$ cat config.mk
export PLATFORM = sky130hd
export DESIGN_NAME = lstm_out_gate_seq
export DESIGN_NICKNAME = d
export VERILOG_FILES = /design/src/rtl/lstm_out_gate_seq.sv
export SDC_FILE = /design/constraint.sdc
export NUM_CORES = 1
export LEC_CHECK = 0
export BUFFER_PORTS_ARGS = -buffer_cell sky130_fd_sc_hd__buf_4
export CAP_MARGIN = 20
export CORE_MARGIN = 2
export CORE_UTILIZATION = 51
export DETAILED_ROUTE_END_ITERATION = 10
export PLACE_DENSITY = 0.75
export SYNTH_ARGS = -nofsm -noshare
export SYNTH_HDL_FRONTEND = slang
export SYNTH_SLANG_ARGS = --single-unit
$ cat constraint.sdc
create_clock -name clk -period 1.8 [get_ports clk]
set_input_delay 0.27 -clock clk [delete_from_list [all_inputs] [get_ports clk]]
set_output_delay 0.27 -clock clk [all_outputs]
set_load 0.1 [all_outputs]
$ cat src/rtl/lstm_out_gate_seq.sv
//------------------------------------------------------------------------------
// Module   : lstm_out_gate_seq
// Purpose  : Per-timestep sequencer for the LSTM output-gate path: walks the
//            hidden elements and strobes gate, cell, tanh and h handshake.
// Revision : 1.0
//------------------------------------------------------------------------------
`default_nettype none

module lstm_out_gate_seq #(
  parameter int HID_N    = 16,
  parameter int IW       = 4,
  parameter int GATE_LAT = 3,
  parameter int CELL_LAT = 2,
  parameter int TANH_LAT = 2,
  parameter int LW       = 3
) (
  input  logic          clk,
  input  logic          rst_n,
  input  logic          start,
  input  logic          abort,
  input  logic          h_ready,
  output logic          busy,
  output logic          gate_en,
  output logic          sig_o_valid_o,
  output logic          c_o_valid,
  output logic          tanh_o_valid_c,
  output logic          h_valid,
  output logic [IW-1:0] elem_idx,
  output logic          done
);

  localparam logic [2:0] c_st_idle = 3'd0;
  localparam logic [2:0] c_st_gate = 3'd1;
  localparam logic [2:0] c_st_cell = 3'd2;
  localparam logic [2:0] c_st_tanh = 3'd3;
  localparam logic [2:0] c_st_out  = 3'd4;
  localparam logic [2:0] c_st_fin  = 3'd5;

  localparam logic [LW-1:0] c_gate_last = LW'(GATE_LAT - 1);
  localparam logic [LW-1:0] c_cell_last = LW'(CELL_LAT - 1);
  localparam logic [LW-1:0] c_tanh_last = LW'(TANH_LAT - 1);
  localparam logic [IW-1:0] c_idx_last  = IW'(HID_N - 1);

  logic [2:0]    r_state;
  logic [LW-1:0] r_cnt;
  logic [IW-1:0] r_idx;

  logic [2:0]    w_state_nxt;
  logic [LW-1:0] w_cnt_nxt;
  logic [IW-1:0] w_idx_nxt;

  logic w_in_gate;
  logic w_in_cell;
  logic w_in_tanh;
  logic w_gate_last;
  logic w_cell_last;
  logic w_tanh_last;

  assign w_in_gate   = (r_state == c_st_gate);
  assign w_in_cell   = (r_state == c_st_cell);
  assign w_in_tanh   = (r_state == c_st_tanh);
  assign w_gate_last = w_in_gate && (r_cnt == c_gate_last);
  assign w_cell_last = w_in_cell && (r_cnt == c_cell_last);
  assign w_tanh_last = w_in_tanh && (r_cnt == c_tanh_last);

  always_comb begin
    w_state_nxt = r_state;
    w_cnt_nxt   = r_cnt;
    w_idx_nxt   = r_idx;
    case (r_state)
      c_st_idle: begin
        if (start && !abort) begin
          w_state_nxt = c_st_gate;
          w_cnt_nxt   = '0;
          w_idx_nxt   = '0;
        end
      end
      c_st_gate: begin
        if (w_gate_last) begin
          w_state_nxt = c_st_cell;
          w_cnt_nxt   = '0;
        end else begin
          w_cnt_nxt = r_cnt + LW'(1);
        end
      end
      c_st_cell: begin
        if (w_cell_last) begin
          w_state_nxt = c_st_tanh;
          w_cnt_nxt   = '0;
        end else begin
          w_cnt_nxt = r_cnt + LW'(1);
        end
      end
      c_st_tanh: begin
        if (w_tanh_last) begin
          w_state_nxt = c_st_out;
          w_cnt_nxt   = '0;
        end else begin
          w_cnt_nxt = r_cnt + LW'(1);
        end
      end
      c_st_out: begin
        // Element index only moves on a completed handshake.
        if (h_ready) begin
          w_cnt_nxt = '0;
          if (r_idx == c_idx_last) begin
            w_state_nxt = c_st_fin;
          end else begin
            w_state_nxt = c_st_gate;
            w_idx_nxt   = r_idx + IW'(1);
          end
        end
      end
      c_st_fin: begin
        w_state_nxt = c_st_idle;
        w_cnt_nxt   = '0;
        w_idx_nxt   = '0;
      end
      default: begin
        w_state_nxt = c_st_idle;
        w_cnt_nxt   = '0;
        w_idx_nxt   = '0;
      end
    endcase
    if (abort && (r_state != c_st_idle)) begin
      w_state_nxt = c_st_idle;
      w_cnt_nxt   = '0;
      w_idx_nxt   = '0;
    end
  end

  always_ff @(posedge clk or negedge rst_n) begin
    if (!rst_n) begin
      r_state <= c_st_idle;
      r_cnt   <= '0;
      r_idx   <= '0;
    end else begin
      r_state <= w_state_nxt;
      r_cnt   <= w_cnt_nxt;
      r_idx   <= w_idx_nxt;
    end
  end

  // Pure decodes of registered state, so reset clears them without a clock.
  assign busy           = (r_state != c_st_idle);
  assign gate_en        = w_in_gate && (r_cnt == '0);
  assign sig_o_valid_o  = w_gate_last;
  assign c_o_valid      = w_cell_last;
  assign tanh_o_valid_c = w_tanh_last;
  assign h_valid        = (r_state == c_st_out);
  assign done           = (r_state == c_st_fin);
  assign elem_idx       = r_idx;

endmodule

`default_nettype wire

Word level (Yosys, flattened, before mapping)
Index checks and enable logic that the tools add are counted.

cells by class
  eq/ne operators = 15
  multiplexer cells = 20
  reduce and logical (&&, ||, !) cells = 14
  add/sub/neg operators = 2

operator list
  kind                                            number
  2-to-1 mux 3 bit                                13
  case mux 3 bit (5 select lines)                 2
  2-to-1 mux 4 bit                                4
  != test 3 x 2 -> 1 bit (second input constant)  5
  case mux 4 bit (3 select lines)                 1
  == test 3 x 2 -> 1 bit (second input constant)  3
  == test 3 x 1 -> 1 bit (second input constant)  2
  == test 3 bit (second input constant)           2
  logical AND 1 bit                               6
  zero test 3 bit                                 2
  AND reduction 5 bit                             1
  adder 4 x 1 -> 4 bit (second input constant)    1
  == test 4 bit (second input constant)           1
  AND reduction 4 bit                             1
  adder 3 x 1 -> 3 bit (second input constant)    1
  != test 3 bit (second input constant)           1
  nonzero test 3 bit                              1
  OR reduction 3 bit                              1
  != test 2 x 1 -> 1 bit (second input constant)  1
  AND reduction 2 bit                             1
  zero test 1 bit                                 1

word-level totals
  output and inout port bits = 11
  register bits after elaboration = 10
  input port bits = 5
  logic and storage cells = 54

Longest topological paths before layout
  depth in word-level cells = 5
  depth in mapped cells = 6
  gate-level depth less buffers = 6

Worst setup path before layout
OpenSTA, ideal clock, no wires.

  path kind = flip-flop to output port
  from = register r_state[2]
  to = output c_o_valid
  path slack = -0.444 ns
  cell stages (with the launch flop) = 5
  buffers on the path = 1
  data arrival time = 1.974 ns
  cell sequence = dfrtp_1 > buf_6 > nor2_1 > nand3_1 > nor2_1

on the way
  cells in the longest elaborated chain, start to end = 2

ends and longest elaborated chain
  item                      RTL line  source
  start: declaration        44        logic [2:0] r_state;
  start signal: assignment  134       r_state <= c_st_idle;
  start signal: assignment  138       r_state <= w_state_nxt;
  == test 3 x 2 -> 1 bit    60        assign w_in_cell = (r_state == c_st_cell);
  logical AND 1 bit         63        assign w_cell_last = w_in_cell && (r_cnt == c_cell_last);
  end: declaration          25        output logic c_o_valid,

No other way between the ends.

Worst setup path in the final report
  from = register r_state[1]
  to = output busy

on the way
  cells in the longest elaborated chain, start to end = 1

ends and longest elaborated chain
  item                RTL line  source
  nonzero test 3 bit  145       assign busy = (r_state != c_st_idle);
  end: declaration    22        output logic busy,

No other way between the ends.

==> results.md <==
* Main synth FF type: dfrtp_1
* F_max at 574 MHz
* VDD IR-drop max at 808 µV
* Main combinational cell family by area after synthesis: simple AND/OR/NAND/NOR gates
* Synth warn at 0
* Clock Latency Late Sink at 0.27 ns
* # port buffers at 15
* Vias in the first global route at 567
* Final ANT Viol Nets at 0
* Die area at 0.00175 mm²
* Die height at 41.8 µm
* Post-Synth XOR/XNOR Area at 0%
* Worst EP arrival at 1.47 ns
* Post-synthesis simple-gate area fraction at 27.3%
* Fill cells at 105
* Worst EP required at 1.53 ns
* Multiplexer share of the synthesized area at 4.12%
* Worst slack at placement at 0.279 ns
* Met1 Usage GRT at 25.0%
* Syn Inst Count at 79
* Worst Hold Class: input pin to flop
* Hold Vio Cnt, Final at 0
* DRC violations left at 0
* Post-synthesis compound-gate area fraction at 17.5%
* Most common cell after layout, fill and taps aside: buf_4
* Sw Share at 49.0%
* Async SR Flop Fraction at 100%
* Final min period at 1.74 ns
* Gr busiest metal: met2
* Worst Path Class, Setup: flop to output port
* IO Pins at 16
* Root Driver: clkbuf_4
* Num CTS Buffers at 3
* Min-delay src: abort
* Chip width at 41.8 µm
* Crit start category: flop
* Routed vias at 658
* Max-Cap Viols at 0
* Setup TNS at 0 ns
* Post-synth EDFFs at 0
* Seq cells post-synth at 10
* Core Region at 0.00132 mm²
* Fin. max-slew vios at 0
* Worst hold path stage count at 2
* Drt first-iter violations at 35
* Final RePlAce weighted congestion at 0.711
* Avg Cell Area, Syn at 9.23 µm²
* Reg2reg end: r_cnt[2]
* All-Layer GR Usage at 19.4%
* RSZ-0062 raised after global routing: no
* Part of the power in registers at 26.5%
* Synth cell types at 30
* Reg2Reg Launch Point: r_cnt[0]
* CTS H-tree depth at 1
* Crit path from: r_state[1]
* Pin count of the biggest net entering global routing at 12
* Relative slew slack at 63.3%
* CP max FO at 7
* Via density at 5.82
* Most frequent cells in the layout: buf_4, nand3_1, inv_1
* First-pass GRT wire length at 2550 µm
* Nets at 109
* Static Leak at 0.000435 µW
* Post-Route WL at 1510 µm
* Worst Reg2Reg Path Length in Cells at 6
* Final hold slack at 0.178 ns
* Slew @ Worst Pin at 0.547 ns
* CTS tree: built
* Post-Syn Nets at 89
* Hold endpoint: r_state[2]
* Antenna Cells at 0
* Clock transition at path regs at 0.07 ns
* Status: complete, no violations
* Clk pwr share at 16.0%
* Layout cell share with drive strength beyond 1 at 36.7%
* Gr ovfl total at 0
* TritonRoute pass-1 iters at 4
* Clock Tree Buf Depth at 2
* Switch Pwr at 622 µW
* Power Dens Cells at 1360 mW/mm²
* Initial antenna violation count at 0
* Post-Syn Area at 729 µm²
* Final setup violation count at 0
* Site row count at 13
* Seq/Total Area, Yosys at 34.3%
* Met2 GRT Util at 29.4%
* Final core occ at 70.7%
* Internal Power at 648 µW
* Setup slack, reg-to-reg at 0.29 ns
* Final worst slack at 0.0591 ns
* Logic pwr share at 57.5%
* Area growth, synth to finish at 27.6%
* Setup Skew at 0.00904 ns
* Clock sinks at 10
* CP endpoint kind: output port
* Final period util at 96.7%
* Detail Placement HPWL at 1140 µm
* Initial Util at 55.4%
* Routed length per placed instance at 13.4 µm
* Adder-Cell Fraction of Synth Area at 8.58%
* Global routing usage on met3 at 8.26%
## state kept, by name, indices dropped and copies added (netlist names)
| name | cells |
|---|---|
| elem_idx | 4 |
| r_cnt | 3 |
| r_state | 3 |
## area by class of cell
type / instances / area [µm²] / share of cell area, %
Multi-Input combinational cell: 59 / 429 / 46.1
Sequential cell: 10 / 255 / 27.4
Timing Repair Buffer: 18 / 165 / 17.7
Clock buffer: 4 / 36.3 / 3.90
Inverter: 7 / 26.3 / 2.82
Tap cell: 15 / 18.8 / 2.02
## cell families after synthesis
kind of cell    after synthesis
simple gates                 35
compound gates               16
mux                           3
flops                        10
buf+inv                      10
fa+ha+maj                     5
## worst max-delay path: stages (launching register included)
cell and delay (ns):
dfrtp_2 0.46, or3_2 0.49, buf_4 0.25
## cells in the mapped netlist, types with 3 or more instances
cell	n	area, µm²
a21oi_1	3	15.0
and3_1	3	18.8
buf_6	3	33.8
dfrtp_1	10	250
ha_1	5	62.6
inv_1	7	26.3
mux2i_1	3	30.0
nand2_1	6	22.5
nand2b_1	3	18.8
nand3_1	9	45.0
nor2_1	3	11.3
o22ai_1	3	18.8
## power groups by stage
stage	Combinational [µW]	Sequential [µW]	Clock [µW]
CTS	685	334	208
global route	784	347	222
detailed placement	672	339	0
floorplan	625	290	0
global placement	657	339	0
finish	730	337	203
## per-stage QoR
stage	area [µm²]	power (µW)	cells
5_1_grt	931	1350	113
4_1_cts	890	1230	111
3_5_place_dp	832	1010	106
2_1_floorplan	734	916	79
6_report	931	1270	113
3_3_place_gp	832	996	106
## worst max-delay path by stage
stage	end	depth (start not counted)
floorplan	c_o_valid	4
global placement	gate_en	3
detailed placement	tanh_o_valid_c	4
CTS	h_valid	3
global route	busy	2
finish	busy	2
## metal layers
| metal | routed length [µm] | part of all wire, % | vias up |
|---|---|---|---|
| li1 | - | - | 323 |
| met1 | 660 | 44 | 309 |
| met2 | 728 | 48 | 26 |
| met3 | 121 | 8.0 | 0 |
| met4 | 0 | 0 | 0 |
| met5 | 0 | 0 | - |
## timing repair
| item | in CTS | in global routing |
|---|---|---|
| hold buffers | 1 | 0 |
| setup endpoints to repair | 4 | 7 |
| gates cloned | 0 | 0 |
| gates resized for setup | 3 | 8 |
| setup buffers | 0 | 2 |
| endpoints found under the hold margin | 10 | 0 |
No activity file was read; power rests on OpenSTA's default activity.
